===== src/rtl/approx_product_expander.sv =====
`default_nettype none
// ============================================================================
// Module      : approx_product_expander
// Description : Back-end of the approximate multiplier. Rebuilds the 32-bit
//               product by shifting the mantissa left (MANT_W - shamt) places.
//               Optional macro EXPANDER_DUAL_SHIFT_EN shifts two places/cycle.
// Revision    : 1.0 - initial release
// ============================================================================
module approx_product_expander #(
    parameter int MANT_W = 16,
    parameter int SH_W   = 5
) (
    input  logic                  clk,
    input  logic                  rst,
    input  logic                  in_valid,
    output logic                  in_ready,
    input  logic [MANT_W-1:0]     mant,
    input  logic [SH_W-1:0]       shamt,
    output logic                  out_valid,
    input  logic                  out_ready,
    output logic [2*MANT_W-1:0]   result
);

    localparam logic [SH_W-1:0] c_mant_w = SH_W'(MANT_W);

    typedef enum logic [1:0] {
        IDLE  = 2'd0,
        SHIFT = 2'd1,
        DONE  = 2'd2
    } state_t;

    state_t                r_state;
    logic [2*MANT_W-1:0]   r_result;
    logic [SH_W-1:0]       r_count;
    logic                  r_in_ready;
    logic                  r_out_valid;

    logic [SH_W-1:0]       w_shamt_clamped;
    logic [SH_W-1:0]       w_k;
    logic                  w_skip_shift;

    // Shift counts beyond the mantissa width all collapse to "no shift".
    assign w_shamt_clamped = (shamt > c_mant_w) ? c_mant_w : shamt;
    assign w_k             = c_mant_w - w_shamt_clamped;
    assign w_skip_shift    = (w_k == '0) || (mant == '0);

    always_ff @(posedge clk) begin
        if (rst) begin
            r_state     <= IDLE;
            r_result    <= '0;
            r_count     <= '0;
            r_in_ready  <= 1'b1;
            r_out_valid <= 1'b0;
        end else begin
            case (r_state)
                IDLE: begin
                    if (in_valid) begin
                        r_result   <= {{MANT_W{1'b0}}, mant};
                        r_count    <= w_k;
                        r_in_ready <= 1'b0;
                        if (w_skip_shift) begin
                            r_state     <= DONE;
                            r_out_valid <= 1'b1;
                        end else begin
                            r_state <= SHIFT;
                        end
                    end
                end
                SHIFT: begin
`ifdef EXPANDER_DUAL_SHIFT_EN
                    if (r_count >= SH_W'(2)) begin
                        r_result <= r_result << 2;
                        r_count  <= r_count - SH_W'(2);
                        if (r_count == SH_W'(2)) begin
                            r_state     <= DONE;
                            r_out_valid <= 1'b1;
                        end
                    end else begin
                        r_result    <= r_result << 1;
                        r_count     <= r_count - SH_W'(1);
                        r_state     <= DONE;
                        r_out_valid <= 1'b1;
                    end
`else
                    r_result <= r_result << 1;
                    r_count  <= r_count - SH_W'(1);
                    // The final position is shifted on the same edge we leave.
                    if (r_count == SH_W'(1)) begin
                        r_state     <= DONE;
                        r_out_valid <= 1'b1;
                    end
`endif
                end
                DONE: begin
                    if (out_ready) begin
                        r_state     <= IDLE;
                        r_out_valid <= 1'b0;
                        r_in_ready  <= 1'b1;
                    end
                end
                default: begin
                    r_state     <= IDLE;
                    r_in_ready  <= 1'b1;
                    r_out_valid <= 1'b0;
                end
            endcase
        end
    end

    assign in_ready  = r_in_ready;
    assign out_valid = r_out_valid;
    assign result    = r_result;

endmodule
`default_nettype wire


===== config.mk =====
export PLATFORM = sky130hd
export DESIGN_NAME = approx_product_expander
export DESIGN_NICKNAME = d
export VERILOG_FILES = /design/src/rtl/approx_product_expander.sv
export SDC_FILE = /design/constraint.sdc
export NUM_CORES = 1
export LEC_CHECK = 0
export ABC_CLOCK_PERIOD_IN_PS = 1200
export CELL_PAD_IN_SITES_DETAIL_PLACEMENT = 0
export CELL_PAD_IN_SITES_GLOBAL_PLACEMENT = 1
export CORE_MARGIN = 10
export CORE_UTILIZATION = 30
export CTS_CLUSTER_DIAMETER = 100
export DETAILED_ROUTE_END_ITERATION = 6
export PLACE_DENSITY_LB_ADDON = 0.1
export SYNTH_ARGS = -nofsm -noshare
export SYNTH_HDL_FRONTEND = slang
export SYNTH_SLANG_ARGS = --single-unit

===== constraint.sdc =====
create_clock -name clk -period 1.2 [get_ports clk]
set_clock_uncertainty 0.1 [all_clocks]
set_input_delay 0.24 -clock clk [delete_from_list [all_inputs] [get_ports clk]]
set_output_delay 0.24 -clock clk [all_outputs]
set_load 0.02 [all_outputs]

; ---- Word-level counts from Yosys, hierarchy flattened
; Index checks and enable logic that the tools add are counted.
[totals]
reg_bits = 41
in_bits = 25
word_cells = 43
out_inout_bits = 34
[classes]
n_addsub = 2
n_eq_ne = 7
n_mux = 18
bitwise = 1
reduce_logical = 9
n_lt_le_gt_ge = 1
[op_table]
columns = operator, n
row1 = $pmux W32 S2, 1
row2 = $mux W32, 1
row3 = $logic_not A16 Y1, 1
row4 = $mux W5, 2
row5 = $pmux W5 S2, 1
row6 = $mux W2, 4
row7 = $ne A2 B2 Y1 const B, 4
row8 = $mux W1, 6
row9 = $pmux W1 S3, 2
row10 = $pmux W2 S3, 1
row11 = $reduce_and A3 Y1, 2
row12 = $eq A5 B1 Y1 const B, 1
row13 = $gt A5 B5 Y1 const B, 1
row14 = $logic_not A5 Y1, 1
row15 = $sub A5 B1 Y5 const B, 1
row16 = $sub A5 B5 Y5 const A, 1
row17 = $reduce_and A4 Y1, 1
row18 = $eq A2 B1 Y1 const B, 1
row19 = $eq A2 B2 Y1 const B, 1
row20 = $logic_not A2 Y1, 1
row21 = $reduce_and A2 Y1, 1
row22 = $reduce_bool A2 Y1, 1
row23 = $logic_or A1 B1 Y1, 1
row24 = $not A1 Y1, 1

; ---- Longest topological paths before layout
[depth]
ltp_word = 8
ltp_mapped = 7
mapped_depth_nobuf = 6

; ---- Least setup slack after synthesis
; Ideal clock, no wire load.
[synth_path]
path_kind = flip-flop to flip-flop
start = reg r_count[1]
end = reg r_state[1]
path_buffers = 0
stages_incl_launch_ff = 7
setup_time_ns = 0.079
period_less_slack_ns = 1.332
path_slack_ns = -0.132
required_ns = 1.021
arrival_ns = 1.153
path_cell_list = dfxtp_1 > inv_1 > ha_1 > nor4b_2 > o32ai_2 > o21a_1 > a211oi_2
[synth_between]
elab_chain_len = 3
[synth_lines]
columns = element, line_no
row1 = start: declaration, 34  ; logic [SH_W-1:0] r_count;
row2 = start signal: assignment, 59  ; r_count <= w_k;
row3 = start signal: assignment, 86  ; r_count <= r_count - SH_W'(1);
row4 = $eq A5 B1 Y1, 88  ; if (r_count == SH_W'(1)) begin
row5 = $ne A2 B2 Y1 (no source line), -
row6 = $reduce_and A3 Y1 (no source line), -
row7 = end signal: assignment, 89  ; r_state <= DONE;
row8 = end signal: assignment, 96  ; r_state <= IDLE;
row9 = end signal: assignment, 102  ; r_state <= IDLE;
row10 = end: declaration, 32  ; state_t r_state;
; Every way passes these cells.
; A chain may end at the register's enable or synchronous reset.

; ---- Final worst setup path
[layout_path]
start = reg r_state[1]
end = reg r_out_valid, in the netlist out_valid
[layout_between]
elab_chain_len = 3
word_cells_on_any_way = 9
classes_between = eq/ne (6) / mux (1) / reduce/logical (2)
[layout_lines]
columns = element, line_no
row1 = start signal: assignment, 49  ; r_state <= IDLE;
row2 = start signal: assignment, 62  ; r_state <= DONE;
row3 = start signal: assignment, 65  ; r_state <= SHIFT;
row4 = $eq A2 B1 Y1 (tied with other cells), 55  ; case (r_state)
row5 = $ne A2 B2 Y1 (no source line), -
row6 = $reduce_and A4 Y1 (no source line), -
row7 = end signal: assignment, 53  ; r_out_valid <= 1'b0;
row8 = end signal: assignment, 63  ; r_out_valid <= 1'b1;
row9 = end signal: assignment, 90  ; r_out_valid <= 1'b1;
row10 = end: declaration, 36  ; logic r_out_valid;
; Several ways; a longest one is shown, not always the timed one.

==> flow_metrics.env <==
export IMPL_status="complete, but fails checks"
export IMPL_violations="negative setup slack"
export IMPL_clockBufferDepth=2
export IMPL_hp_start="mant[3]"
export IMPL_grtUsageTotal_pct=12.4
export IMPL_initialDrtViolationCount=52
export IMPL_wirelength_mm=6.19
export IMPL_clk_pin_slew_ns=0.08
export IMPL_hpwl_mm=4.39
export IMPL_syn_to_final_growth_pct=73.9
export IMPL_power_leakage_nw=1.42
export IMPL_rr_endpoint="out_valid"
export IMPL_period_minus_slack_ns=1.42
export IMPL_die_w_um=99.3
export IMPL_grt_pass1_vias=2042
export IMPL_yosysWarnings=0
export IMPL_post_route_util_pct=54.4
export IMPL_io_pins=59
export IMPL_start_kind="register"
export IMPL_fin_crit_sh_pct=119
export IMPL_powerDensity_nw_per_um2=1530
export IMPL_yosysUniqueCellTypes=41
export IMPL_synth_top_area_share_pct=43.5
export IMPL_vias_per_cell=4.84
export IMPL_reg2reg_depth=5
export IMPL_timing_max_transition_violations_final=0
export IMPL_ir_drop_uv=833
export IMPL_drive_gt1_share_pct=48.8
export IMPL_layout_common_cells="buf_4, dfxtp_1, nor2_1, buf_2, nand2_1"
export IMPL_rsz0062_at_grt="yes"
export IMPL_synth_nets=247
export IMPL_synth_enable_flop_cells=0
export IMPL_seq_area_um2=831
export IMPL_design_area_um2=3280
export IMPL_setup_viol=30
export IMPL_relSlewSlack_pct=79.3
export IMPL_grt_overflow_total=0
export IMPL_rows=28
export IMPL_syn_area_per_cell_um2=8.58
export IMPL_clockPowerShare_pct=23.2
export IMPL_gp_congestion=0.748
export IMPL_clk_latency_ns=0.28
export IMPL_switching_share_pct=33.7
export IMPL_cts_tree="done"
export IMPL_setup_worst_path_start="r_state[1]"
export IMPL_grt_start_max_net_pins=20
export IMPL_cp_max_fo=11
export IMPL_yosysTopAreaCell="dfxtp_1"
export IMPL_start_util_pct=31.3
export IMPL_min_delay_path_class="in -> reg"
export IMPL_antenna_found_initial=0
export IMPL_vias=2010
export IMPL_setup_ws_ns=-0.225
export IMPL_core_area_um2=6030
export IMPL_post_drt_wl_per_cell_um=14.9
export IMPL_cts_root_buf="clkbuf_8"
export IMPL_p_seq_share_pct=33.5
export IMPL_finalHoldViolCount=0
export IMPL_fp_dieArea_um2=9860
export IMPL_whs_path_depth=3
export IMPL_fmax_ghz=0.702
export IMPL_max_cap_violations=0
export IMPL_numCtsBuffers=5
export IMPL_ant_nets=0
export IMPL_cp_end_kind="register"
export IMPL_syn_inst=220
export IMPL_dpl_cell_area_um2=3050
export IMPL_cp_data_arrival_time_ns=1.51
export IMPL_multi_input_area_um2=1170
export IMPL_grt_pass1_wl_mm=10.4
export IMPL_fillers=582
export IMPL_reg2reg_from="r_state[1]"
export IMPL_whs_endpoint="result[3]"
export IMPL_netlist_area_um2=1890
export IMPL_rrSetupSlack_ns=-0.22
export IMPL_p_comb_share_pct=43.3
export IMPL_n_antenna_cell=0
export IMPL_final_common_cell="buf_4"
export IMPL_h_tree_depth=2
export IMPL_firstDrtPassIters=4
export IMPL_ys_seq_area_share_pct=43.5
export IMPL_async_flop_share_pct=0
export IMPL_fp_dieH_um=99.3
export IMPL_drc=0
export IMPL_cp_data_required_time_ns=1.29
export IMPL_port_buffers=58
export IMPL_yosys_top_cells_area="dfxtp_1, nor2_1, a311oi_1, nand2_1, a22oi_1"
export IMPL_cts_sinks=41
export IMPL_p_int_mw=3.32
export IMPL_max_slew_worst_pin_slew_ns=0.309
export IMPL_crit_type="reg -> reg"
export IMPL_nNetsFinal=366
export IMPL_ys_ff_latch=41
export IMPL_synthFlopType="dfxtp_1"
export IMPL_p_switching_mw=1.69
-- logic make-up after synthesis --
group,count (synthesis),synth area share [%]
flip-flops,41,43.5
XOR/XNOR,2,0.929
buffers and inverters,22,7.49
AO/OA/AOI/OAI,57,22.7
AND/OR/NAND/NOR,96,24.0
adder cells (fa/ha/maj),2,1.33
-- what timing repair did --
| action | CTS | global route |
|---|---|---|
| gates cloned | 3 | 0 |
| hold buffers | 0 | 0 |
| endpoints found under the setup margin | 75 | 41 |
| resized for setup | 182 | 17 |
| buffers inserted | 1 | 1 |
| pin swaps | 15 | 2 |
-- worst max-delay path: stages, from the launching register on --
cell,delay (ns)
dfxtp_4,0.40
buf_4,0.16
and2_4,0.14
o32ai_2,0.28
a21oi_2,0.08
o21a_1,0.18
-- layer usage --
layer | share of wire, % | track usage, % | vias up
met5 | 0 | 0 | -
met4 | 0.37 | 2.76 | 0
met3 | 6.2 | 3.60 | 2
met2 | 49 | 20.9 | 50
met1 | 44 | 15.2 | 934
li1 | - | - | 1024
-- registers in the layout (all words and copies together) (netlist names) --
name       cells
in_ready       1
r_state        2
r_count        5
result        32
out_valid      1
-- final cells by class --
class | instances | area share [%]
inverter | 4 | 0.610
tap | 75 | 2.86
clock inverter | 2 | 1.14
timing repair buffer | 129 | 32.0
clock buffer | 6 | 2.52
sequential | 41 | 25.3
multi-input combinational | 158 | 35.5
-- synth_stat cells, types with 4 or more instances --
library cell  count
a311oi_1         15
nor4_1            4
buf_2             4
buf_4             9
nor2_1           37
a22oi_1          17
nor3_1            4
o21ai_0           5
dfxtp_1          41
a21oi_1           7
nand2_1          35
-- power by group through the flow --
stage	clock (mW)	sequential (mW)	combinational, mW
6_report	1.16	1.68	2.17
5_1_grt	1.25	1.70	2.35
4_1_cts	1.20	1.68	2.07
3_5_place_dp	0	1.70	1.87
3_3_place_gp	0	1.70	1.86
2_1_floorplan	0	1.85	0.913
-- how the worst max path moves through the flow --
stage / to / slack [ns]
after global placement: r_state[0] / -0.67
after detailed placement: r_state[1] / -0.65
after global routing: r_state[1] / -0.28
after floorplan: out_valid / -0.08
final: out_valid / -0.22
after CTS: r_state[1] / -0.20
-- metrics by stage --
| stage | hold WS, ns | setup TNS [ns] | worst slack [ns] | power (mW) | instances |
|---|---|---|---|---|---|
| 6_report | 0.289 | -3.20 | -0.225 | 5.01 | 415 |
| 5_1_grt | 0.303 | -5.29 | -0.276 | 5.30 | 415 |
| 4_1_cts | 0.267 | -3.88 | -0.205 | 4.95 | 414 |
| 3_5_place_dp | 0.355 | -21.70 | -0.650 | 3.57 | 403 |
| 3_3_place_gp | 0.361 | -21.51 | -0.670 | 3.56 | 403 |
| 2_1_floorplan | 0.302 | -0.183 | -0.0790 | 2.77 | 220 |
Power figures use the tool's default switching activity.
